===== config.mk =====
export PLATFORM = sky130hd
export DESIGN_NAME = control_unit_flat
export DESIGN_NICKNAME = d
export VERILOG_FILES = /design/src/rtl/control_unit_if.sv /design/src/rtl/control_unit.sv /design/src/flat_wrapper.sv
export SDC_FILE = /design/constraint.sdc
export NUM_CORES = 1
export LEC_CHECK = 0
export BUFFER_PORTS_ARGS = -buffer_cell sky130_fd_sc_hd__clkbuf_2
export CORE_MARGIN = 5
export CORE_UTILIZATION = 46
export DETAILED_ROUTE_END_ITERATION = 12
export PLACE_DENSITY = 0.74
export REMOVE_ABC_BUFFERS = 1
export SLEW_MARGIN = 0
export SYNTH_ARGS = -nofsm -noshare
export SYNTH_HDL_FRONTEND = slang
export SYNTH_SLANG_ARGS = --single-unit

===== constraint.sdc =====
create_clock -name clk -period 2 [get_ports clk]
set_clock_uncertainty 0.2 [all_clocks]
set_input_delay 0.2 -clock clk [delete_from_list [all_inputs] [get_ports clk]]
set_output_delay 0.2 -clock clk [all_outputs]
set_load 0.005 [all_outputs]

===== src/rtl/control_unit_if.sv =====
// control_unit_if: control unit <-> datapath/program-counter signal bundle.
// master = control unit, slave = datapath side.
interface control_unit_if;
  logic        start;
  logic [7:0]  Dec_IN;
  logic        z_flag;
  logic        finish_signal;
  logic [2:0]  Op;
  logic [3:0]  shift;
  logic        fetch;
  logic        Decode;
  logic        PC1;
  logic        Read_AC;
  logic        Mem_Read;
  logic        Mem_Write;
  logic [1:0]  Ins_Con;
  logic [14:0] Read_RL;
  logic [17:0] Write_RL;
  logic        busy;
  logic        done;

  modport master (
    input  start, Dec_IN, z_flag, finish_signal,
    output Op, shift, fetch, Decode, PC1,
    output Read_AC, Mem_Read, Mem_Write,
    output Ins_Con, Read_RL, Write_RL,
    output busy, done
  );

  modport slave (
    output start, Dec_IN, z_flag, finish_signal,
    input  Op, shift, fetch, Decode, PC1,
    input  Read_AC, Mem_Read, Mem_Write,
    input  Ins_Con, Read_RL, Write_RL,
    input  busy, done
  );
endinterface


===== src/rtl/control_unit.sv =====
// control_unit: multi-cycle accumulator CPU sequencer with registered strobes.
// Macro CU_ZERO_BRANCH_EN enables the JMPZ/JMPNZ branch path.
module control_unit (
  input  logic          clk,
  input  logic          rst_n,
  control_unit_if.master cu
);

  typedef enum logic [2:0] {
    S_IDLE, S_FETCH, S_LOADIR, S_DECODE,
    S_FETCHOP, S_EXEC, S_MEM, S_HALT
  } state_t;

`ifdef CU_ZERO_BRANCH_EN
  localparam bit BrEn = 1'b1;
`else
  localparam bit BrEn = 1'b0;
`endif

  state_t      state_q, state_d;
  logic [3:0]  opc_q, opc_d;
  logic [3:0]  n_q, n_d;
  logic        fetch_q, fetch_d;
  logic        decode_q, decode_d;
  logic        pc1_q, pc1_d;
  logic        rd_ac_q, rd_ac_d;
  logic        mem_rd_q, mem_rd_d;
  logic        mem_wr_q, mem_wr_d;
  logic        ar_ld_q, ar_ld_d;
  logic        jmp_q, jmp_d;
  logic [2:0]  op_q, op_d;
  logic [3:0]  shift_q, shift_d;
  logic [14:0] rrl_q, rrl_d;
  logic [17:0] wrl_q, wrl_d;
  logic        busy_q, busy_d;
  logic        done_q, done_d;

  logic        busy_now;
  logic        reg_ok;
  logic        is_br;
  logic        take;
  logic [4:0]  wr_idx;

  assign busy_now = (state_q != S_IDLE) &&
                    (state_q != S_HALT);

  always_comb begin
    state_d  = state_q;
    opc_d    = opc_q;
    n_d      = n_q;
    fetch_d  = 1'b0;
    decode_d = 1'b0;
    pc1_d    = 1'b0;
    rd_ac_d  = 1'b0;
    mem_rd_d = 1'b0;
    mem_wr_d = 1'b0;
    ar_ld_d  = 1'b0;
    jmp_d    = 1'b0;
    op_d     = 3'b000;
    shift_d  = 4'd0;
    rrl_d    = '0;
    wrl_d    = '0;
    busy_d   = 1'b0;
    done_d   = 1'b0;

    if (state_q == S_DECODE) begin
      opc_d = cu.Dec_IN[7:4];
      n_d   = cu.Dec_IN[3:0];
    end

    reg_ok = (n_d < 4'd12);
    is_br  = BrEn &&
             ((opc_d == 4'hA) || (opc_d == 4'hB));
    wr_idx = {1'b0, n_d} + 5'd1;

    unique case (state_q)
      S_IDLE, S_HALT:
        if (cu.start) state_d = S_FETCH;
      S_FETCH:   state_d = S_LOADIR;
      S_LOADIR:  state_d = S_DECODE;
      S_DECODE:  state_d = is_br ? S_FETCHOP : S_EXEC;
      S_FETCHOP: state_d = S_EXEC;
      S_EXEC:
        unique case (1'b1)
          (opc_q == 4'h8),
          (opc_q == 4'h9): state_d = S_MEM;
          (opc_q == 4'hF): state_d = S_HALT;
          default:         state_d = S_FETCH;
        endcase
      S_MEM:     state_d = S_FETCH;
      default:   state_d = S_IDLE;
    endcase

    if (busy_now && cu.finish_signal)
      state_d = S_HALT;

    // Strobes are decoded for the state being entered so they are registered.
    unique case (state_d)
      S_FETCH, S_FETCHOP: begin
        fetch_d = 1'b1;
        pc1_d   = 1'b1;
      end
      S_LOADIR: begin
        rrl_d[12] = 1'b1;
        wrl_d[14] = 1'b1;
      end
      S_DECODE: decode_d = 1'b1;
      S_EXEC:
        unique case (opc_d)
          4'h1: if (reg_ok) begin
            rrl_d[n_d] = 1'b1;
            wrl_d[0]   = 1'b1;
          end
          4'h2: if (reg_ok) begin
            rd_ac_d       = 1'b1;
            wrl_d[wr_idx] = 1'b1;
          end
          4'h3, 4'h4: if (reg_ok) begin
            op_d       = (opc_d == 4'h3) ? 3'b001 : 3'b010;
            rd_ac_d    = 1'b1;
            rrl_d[n_d] = 1'b1;
            wrl_d[0]   = 1'b1;
          end
          4'h5, 4'h6: begin
            op_d     = (opc_d == 4'h5) ? 3'b011 : 3'b100;
            shift_d  = n_d;
            rd_ac_d  = 1'b1;
            wrl_d[0] = 1'b1;
          end
          4'h7: if (reg_ok) begin
            op_d          = 3'b101;
            rrl_d[n_d]    = 1'b1;
            wrl_d[wr_idx] = 1'b1;
          end
          4'h8: mem_rd_d = 1'b1;
          4'h9: begin
            rd_ac_d   = 1'b1;
            wrl_d[16] = 1'b1;
          end
          4'hA, 4'hB: jmp_d = is_br;
          4'hC: begin
            ar_ld_d   = 1'b1;
            wrl_d[17] = 1'b1;
          end
          4'hD: begin
            rd_ac_d   = 1'b1;
            wrl_d[15] = 1'b1;
          end
          4'hE: begin
            op_d     = 3'b110;
            wrl_d[0] = 1'b1;
          end
          default: ;
        endcase
      S_MEM:
        if (opc_d == 4'h8) begin
          rrl_d[14] = 1'b1;
          wrl_d[0]  = 1'b1;
        end else begin
          mem_wr_d = 1'b1;
        end
      S_HALT:  done_d = 1'b1;
      default: ;
    endcase

    busy_d = (state_d != S_IDLE) &&
             (state_d != S_HALT);
  end

  always_ff @(posedge clk) begin
    if (!rst_n) begin
      state_q  <= S_IDLE;
      opc_q    <= 4'd0;
      n_q      <= 4'd0;
      fetch_q  <= 1'b0;
      decode_q <= 1'b0;
      pc1_q    <= 1'b0;
      rd_ac_q  <= 1'b0;
      mem_rd_q <= 1'b0;
      mem_wr_q <= 1'b0;
      ar_ld_q  <= 1'b0;
      jmp_q    <= 1'b0;
      op_q     <= 3'b000;
      shift_q  <= 4'd0;
      rrl_q    <= '0;
      wrl_q    <= '0;
      busy_q   <= 1'b0;
      done_q   <= 1'b0;
    end else begin
      state_q  <= state_d;
      opc_q    <= opc_d;
      n_q      <= n_d;
      fetch_q  <= fetch_d;
      decode_q <= decode_d;
      pc1_q    <= pc1_d;
      rd_ac_q  <= rd_ac_d;
      mem_rd_q <= mem_rd_d;
      mem_wr_q <= mem_wr_d;
      ar_ld_q  <= ar_ld_d;
      jmp_q    <= jmp_d;
      op_q     <= op_d;
      shift_q  <= shift_d;
      rrl_q    <= rrl_d;
      wrl_q    <= wrl_d;
      busy_q   <= busy_d;
      done_q   <= done_d;
    end
  end

  // The branch condition must see z_flag during EXEC itself.
  assign take = jmp_q &
                ((opc_q == 4'hA) ? cu.z_flag : ~cu.z_flag);

  assign cu.Op        = op_q;
  assign cu.shift     = shift_q;
  assign cu.fetch     = fetch_q;
  assign cu.Decode    = decode_q;
  assign cu.PC1       = pc1_q;
  assign cu.Read_AC   = rd_ac_q;
  assign cu.Mem_Read  = mem_rd_q;
  assign cu.Mem_Write = mem_wr_q;
  assign cu.Ins_Con   = {take, ar_ld_q};
  assign cu.Read_RL   = rrl_q;
  assign cu.Write_RL  = wrl_q | {4'b0, take, 13'b0};
  assign cu.busy      = busy_q;
  assign cu.done      = done_q;

endmodule


===== src/flat_wrapper.sv =====
// flat-port wrapper written by rule: the top's interface ports become plain ports
module control_unit_flat 
  (clk, rst_n, cu_start, cu_Dec_IN, cu_z_flag, cu_finish_signal, cu_Op, cu_shift, cu_fetch, cu_Decode, cu_PC1, cu_Read_AC, cu_Mem_Read, cu_Mem_Write, cu_Ins_Con, cu_Read_RL, cu_Write_RL, cu_busy, cu_done);
  control_unit_if cu_i ();
  input  logic clk;
  input  logic rst_n;
  input wire logic [$bits(cu_i.start)-1:0] cu_start;
  input wire logic [$bits(cu_i.Dec_IN)-1:0] cu_Dec_IN;
  input wire logic [$bits(cu_i.z_flag)-1:0] cu_z_flag;
  input wire logic [$bits(cu_i.finish_signal)-1:0] cu_finish_signal;
  output wire logic [$bits(cu_i.Op)-1:0] cu_Op;
  output wire logic [$bits(cu_i.shift)-1:0] cu_shift;
  output wire logic [$bits(cu_i.fetch)-1:0] cu_fetch;
  output wire logic [$bits(cu_i.Decode)-1:0] cu_Decode;
  output wire logic [$bits(cu_i.PC1)-1:0] cu_PC1;
  output wire logic [$bits(cu_i.Read_AC)-1:0] cu_Read_AC;
  output wire logic [$bits(cu_i.Mem_Read)-1:0] cu_Mem_Read;
  output wire logic [$bits(cu_i.Mem_Write)-1:0] cu_Mem_Write;
  output wire logic [$bits(cu_i.Ins_Con)-1:0] cu_Ins_Con;
  output wire logic [$bits(cu_i.Read_RL)-1:0] cu_Read_RL;
  output wire logic [$bits(cu_i.Write_RL)-1:0] cu_Write_RL;
  output wire logic [$bits(cu_i.busy)-1:0] cu_busy;
  output wire logic [$bits(cu_i.done)-1:0] cu_done;
  assign cu_i.start = cu_start;
  assign cu_i.Dec_IN = cu_Dec_IN;
  assign cu_i.z_flag = cu_z_flag;
  assign cu_i.finish_signal = cu_finish_signal;
  assign cu_Op = cu_i.Op;
  assign cu_shift = cu_i.shift;
  assign cu_fetch = cu_i.fetch;
  assign cu_Decode = cu_i.Decode;
  assign cu_PC1 = cu_i.PC1;
  assign cu_Read_AC = cu_i.Read_AC;
  assign cu_Mem_Read = cu_i.Mem_Read;
  assign cu_Mem_Write = cu_i.Mem_Write;
  assign cu_Ins_Con = cu_i.Ins_Con;
  assign cu_Read_RL = cu_i.Read_RL;
  assign cu_Write_RL = cu_i.Write_RL;
  assign cu_busy = cu_i.busy;
  assign cu_done = cu_i.done;
  control_unit u_core (.clk(clk), .rst_n(rst_n), .cu(cu_i));
endmodule

# [Yosys cells after proc, flatten, opt, wreduce, memory -nomap -nowiden]
# Index checks and enable logic that the tools add are counted.
[classes] n_eq_ne=31 reduce_logical=25 muxes=35 n_addsub=1 magnitude_cmp=5
[ops] cell="4-bit equality test (second input constant)" n=8
[ops] cell="15-bit two-way mux" n=2
[ops] cell="3-bit equality test (second input constant)" n=8
[ops] cell="18-bit two-way mux" n=1
[ops] cell="3-bit case mux with 6 select lines" n=1
[ops] cell="4-bit by 3-bit equality test with 1-bit output (second input constant)" n=4
[ops] cell="1-bit case mux with 2 select lines" n=8
[ops] cell="3-bit two-way mux" n=5
[ops] cell="14-bit two-way mux" n=1
[ops] cell="2-bit OR reduction" n=7
[ops] cell="3-bit by 2-bit equality test with 1-bit output (second input constant)" n=4
[ops] cell="3-bit case mux with 4 select lines" n=1
[ops] cell="1-bit two-way mux" n=9
[ops] cell="3-bit OR reduction" n=3
[ops] cell="4-bit by 2-bit equality test with 1-bit output (second input constant)" n=2
[ops] cell="4-bit two-way mux" n=2
[ops] cell="4-bit AND reduction" n=2
[ops] cell="4-bit OR reduction" n=2
[ops] cell="3-bit by 1-bit equality test with 1-bit output (second input constant)" n=2
[ops] cell="5-bit by 6-bit < comparator with 1-bit output (second input constant)" n=1
[ops] cell="3-bit != test (second input constant)" n=2
[ops] cell="3-bit case mux with 2 select lines" n=1
[ops] cell="3-bit nonzero test" n=2
[ops] cell="4-bit by 1-bit adder with 5-bit output (second input constant)" n=1
[ops] cell="13 further kinds" n=18
[word_totals] input_bits=13 regBits=59

# [Depth between registers and ports, before layout]
[depth] depth_word=10 ltp_mapped=8

# [Least setup slack after synthesis]
# Ideal clock, no wire load.
[synth_timing] path_type="register to register" start="reg u_core.state_q[2]" end="reg u_core.rrl_q[6] (netlist: u_core.cu.Read_RL[6])" required_ns=1.663 setup_ns=0.137 stages_incl_launch_ff=8 synth_period_minus_slack_ns=1.937 arrival_ns=1.600 path_slack_ns=0.063 n_path_buf=2 cell_sequence="dfxtp_1 > nand3b_1 > buf_6 > mux2_2 > or3_1 > nand3_1 > buf_4 > nor4_1"
[synth_via] elab_chain_len=6 word_cells_on_any_way=32 cone_classes="3 x order compare; 13 x eq/ne; 7 x mux; 9 x reduce/logical"
[synth_lines] item="start: declaration" line_no="control_unit.sv:20" source="state_t state_q, state_d;"
[synth_lines] item="start signal: assignment" line_no="control_unit.sv:190" source="state_q <= state_d;"
[synth_lines] item="3-bit by 2-bit equality test with 1-bit output, or another cell as far along" line_no="control_unit.sv:66, control_unit.sv:76"
[synth_lines] item="4-bit two-way mux, or another cell as far along" line_no="control_unit.sv:66" source="if (state_q == S_DECODE) begin"
[synth_lines] item="4-bit by 5-bit < comparator with 1-bit output (implied by the code), or another cell as far along" line_no="control_unit.sv:111, control_unit.sv:121, control_unit.sv:132"
[synth_lines] item="1-bit logical AND (implied by the code) or 3-bit two-way mux (tied branches)"
[synth_lines] item="1-bit two-way mux (implied by the code) or 3-bit equality test (tied branches)"
[synth_lines] item="1-bit demux with 4-bit select or 4-bit AND reduction (tied branches)"
[synth_lines] item="end signal: assignment" line_no="control_unit.sv:203" source="rrl_q <= rrl_d;"
[synth_lines] item="end: declaration" line_no="control_unit.sv:33" source="logic [14:0] rrl_q, rrl_d;"
# Several ways; a longest one is shown, not always the timed one.
# A chain may end at the register's enable or synchronous reset.

# [Worst setup path after layout]
# Same ends and word-level chain as after synthesis.

==> summary.md <==
| Metric | Value |
|---|---|
| Initial Util | 0.481 |
| Ys async rst share | 0 |
| Die W | 80.8 um |
| Crit. End Element | register |
| Detailed Place HPWL | 3690 um |
| Overall Global Routing Usage | 0.172 |
| Switch Pwr | 0.00101 W |
| First-pass GRT wire length | 8530 um |
| Wire per inst | 14.6 um |
| CP cell instances | buf_4 > or4b_4 > nand4_4 > nand3_4 > nor4_2 |
| Share of cells above drive strength 1 | 0.506 |
| Final Hold Violating Endpoints | 1 |
| Buffers added on ports | 60 |
| Post-DRT Antenna Nets | 0 |
| DIE AREA | 6520 um2 |
| Worst setup margin | -0.0114 ns |
| Worst slack, placed | -0.0868 ns |
| DR iter-0 viols | 65 |
| Syn avg cell area | 10.5 um2 |
| Area growth, synth to finish | 45.9% |
| Maximum number of pins on one net before global-route repair | 15 |
| P per Cell Area | 959 nW/um2 |
| Failing checks | negative hold slack, negative setup slack |
| Number of synthesized register bits | 59 |
| Sw Ratio | 0.314 |
| Arr. time, crit path | 2.05 ns |
| Vias per Instance | 5.12 |
| Post-Synthesis Cells | 220 |
| Max-cap viol count | 0 |
| Worst Path Class, Setup | reg2reg |
| Routability cong. | 0.791 |
| Yosys cell types | 54 |
| CP startpoint | u_core.state_q[2] |
| Initial antenna violation count | 0 |
| Sequential share of the synthesized area | 0.513 |
| RR Endpoint | u_core.cu.Read_RL[6] |
| CP Launch Type | register |
| Worst setup path end | u_core.cu.Read_RL[6] |
| CP bufs+invs | 1 |
| Fillers | 333 |
| Max incr delay on CP | 0.55 ns |
| TritonCTS clock tree | yes |
| Worst-path fanout max | 9 |
| Final setup violation count | 3 |
| Final nets | 332 |
| Remaining DRCs | 0 |
| Via count | 2000 |
| Internal power | 0.00221 W |
| R2R setup slack | -0.01 ns |
| Comb pwr share | 0.280 |
| H-tree Lvls | 3 |
| Die height | 80.8 um |
| WP data required | 2.04 ns |
| Max IR drop VDD | 439 uV |
| Drt first pass iters | 4 |
| CP delay by family, top | simple AND/OR/NAND/NOR gates |
| Status | finished with violations |
| # diodes | 0 |
| Period utilisation layout | 1.01 |
| Num CTS Buffers | 9 |
| Slowest cell on crit path | or4b_4 |
| RSZ-0062 raised after global routing | true |
| Synth Cell Area | 2300 um2 |
| Clock buffer depth | 2 |
| Pleak | 1.38 nW |
| Main synth FF type | dfxtp_1 |
| Achievable frequency | 0.497 GHz |
| Synthesis warning total | 0 |
| Final wirelength | 5720 um |
| EDFF count, synth | 0 |
| Vias in the first global route | 1796 |
| Root Driver | clkbuf_8 |
| Clock slew at reported path FFs | 0.07 ns |
| Power share of the sequential group | 0.388 |
| Final hold slack | -0.000930 ns |
| FF-to-FF Start | u_core.state_q[2] |
| Clk_lat worst skew | 0.34 ns |
| Worst Reg-to-Reg Cells | 5 |
| Post-route minimum period | 2.01 ns |
| Sink Count | 59 |
| Total grt overflow | 0 |
| Final Max Slew Viols | 0 |
| Fin util | 0.702 |
| Worst Hold Class | in2reg |
| Crit path depth | 5 |
| IO Pins | 63 |
| Core area | 4790 um2 |
| Clk pwr share | 0.332 |
| Num rows | 25 |
==> worst reg2reg max path: cells and delay by family, from the launching register on <==
family	cells	cell delay, ns
buf+inv	1	0.17
flops	1	0.31
simple gates	4	1.24
==> worst min path at each step <==
| stage | from | end | slack, ns | depth (start not counted) |
|---|---|---|---|---|
| after global routing | cu_Dec_IN[0] | u_core.n_q[0] | 0.02 | 3 |
| after global placement | cu_start | u_core.cu.busy | 0.34 | 3 |
| final | cu_Dec_IN[0] | u_core.cu.shift[0] | -0.0009 | 3 |
| after floorplan | rst_n | u_core.n_q[2] | 0.12 | 1 |
| after CTS | cu_Dec_IN[0] | u_core.cu.shift[0] | 0.03 | 3 |
| after detailed placement | cu_start | u_core.cu.busy | 0.33 | 3 |
==> cells by family (layout without fill, tap and decap cells) <==
group,after synthesis,after routing,share of synthesized area
buffers and inverters,16,117,0.0516
flip-flops,59,59,0.513
multiplexers,15,15,0.0782
other,1,3,0.00163
AND/OR/NAND/NOR,108,109,0.291
XOR/XNOR,2,2,0.00761
AO/OA/AOI/OAI,19,19,0.0570
==> through the flow <==
step	total power [W]	cell area (um2)	setup TNS, ns	std cells
2_1_floorplan	0.00168	2200	-31.74	208
3_3_place_gp	0.00194	2800	0	362
3_5_place_dp	0.00195	2800	-0.354	362
4_1_cts	0.00303	3040	0	380
5_1_grt	0.00338	3360	-1.49	391
6_report	0.00322	3360	-0.0240	391
==> power groups by stage <==
stage | registers [W] | clock network [W] | logic, W
after global routing | 0.00125 | 0.00115 | 0.000972
final | 0.00125 | 0.00107 | 0.000903
after detailed placement | 0.00127 | 0 | 0.000675
after CTS | 0.00125 | 0.00108 | 0.000701
after global placement | 0.00127 | 0 | 0.000663
after floorplan | 0.00130 | 0 | 0.000382
==> flip-flops by register name, summed over array words and instances (netlist names) <==
| name | cells |
|---|---|
| u_core.ar_ld_q | 1 |
| u_core.cu.Read_RL | 15 |
| u_core.cu.Read_AC | 1 |
| u_core.cu.Mem_Read | 1 |
| u_core.cu.Op | 3 |
| u_core.cu.Decode | 1 |
| u_core.cu.done | 1 |
| u_core.state_q | 3 |
| u_core.cu.busy | 1 |
| u_core.cu.Mem_Write | 1 |
| u_core.cu.shift | 4 |
| u_core.opc_q | 4 |
| u_core.cu.fetch | 1 |
| u_core.wrl_q | 18 |
| u_core.n_q | 4 |
==> layout make-up <==
cell class                 instances  area, um2  share of cell area
tap                               67       83.8              0.0249
multi-input combinational        148       1250               0.372
clock inverter                     7       77.6              0.0231
clock buffer                       9        124              0.0369
timing repair buffer              99        632               0.188
sequential                        59       1180               0.351
inverter                           2       12.5             0.00372
==> cell usage in the layout (no fill, tap or decap), types with 3 or more instances in the layout <==
master,n
and4_1,3
nor3_2,12
clkinv_4,4
nor3_1,16
nand2b_1,3
buf_4,33
nand4_4,3
and2_1,5
dfxtp_1,59
mux2i_4,3
a21oi_1,5
clkbuf_8,9
buf_6,3
nand4_1,6
clkbuf_2,60
nand2_1,6
nor4_2,7
nand3_1,4
mux2i_1,4
mux2_4,3
nor2b_1,10
mux2i_2,3
conb_1,3
nor2_1,13
==> repair_timing <==
item                                    in CTS  in global routing
gates cloned                                 1                  0
endpoints found under the hold margin        1                  0
pin swaps                                    1                  8
buffers inserted                             0                 11
hold buffers                                 1                  0
gates resized for setup                      3                 41
endpoints found under the setup margin      12                 35
==> metal layers <==
metal | vias up | global-route usage | part of all wire | wire length, um
met4 | 0 | 0.0912 | 0.015 | 84
met2 | 55 | 0.276 | 0.51 | 2930
met5 | - | 0 | 0 | 0
li1 | 994 | - | - | -
met1 | 942 | 0.219 | 0.43 | 2430
met3 | 9 | 0.0344 | 0.048 | 273
==> synth_stat cells (all sizes together) (5+ instances only) <==
cell type / number / area, um2
dfxtp: 59 / 1180
nor3: 28 / 140
nor2: 15 / 56.3
buf: 13 / 103
mux2i: 10 / 116
nor2b: 10 / 62.6
nor4: 10 / 87.6
nand4: 9 / 83.8
nand2: 7 / 28.8
nand3: 7 / 47.6
a21oi: 5 / 25.0
and2: 5 / 31.3
mux2: 5 / 63.8
(Power assumes the default switching activity.)
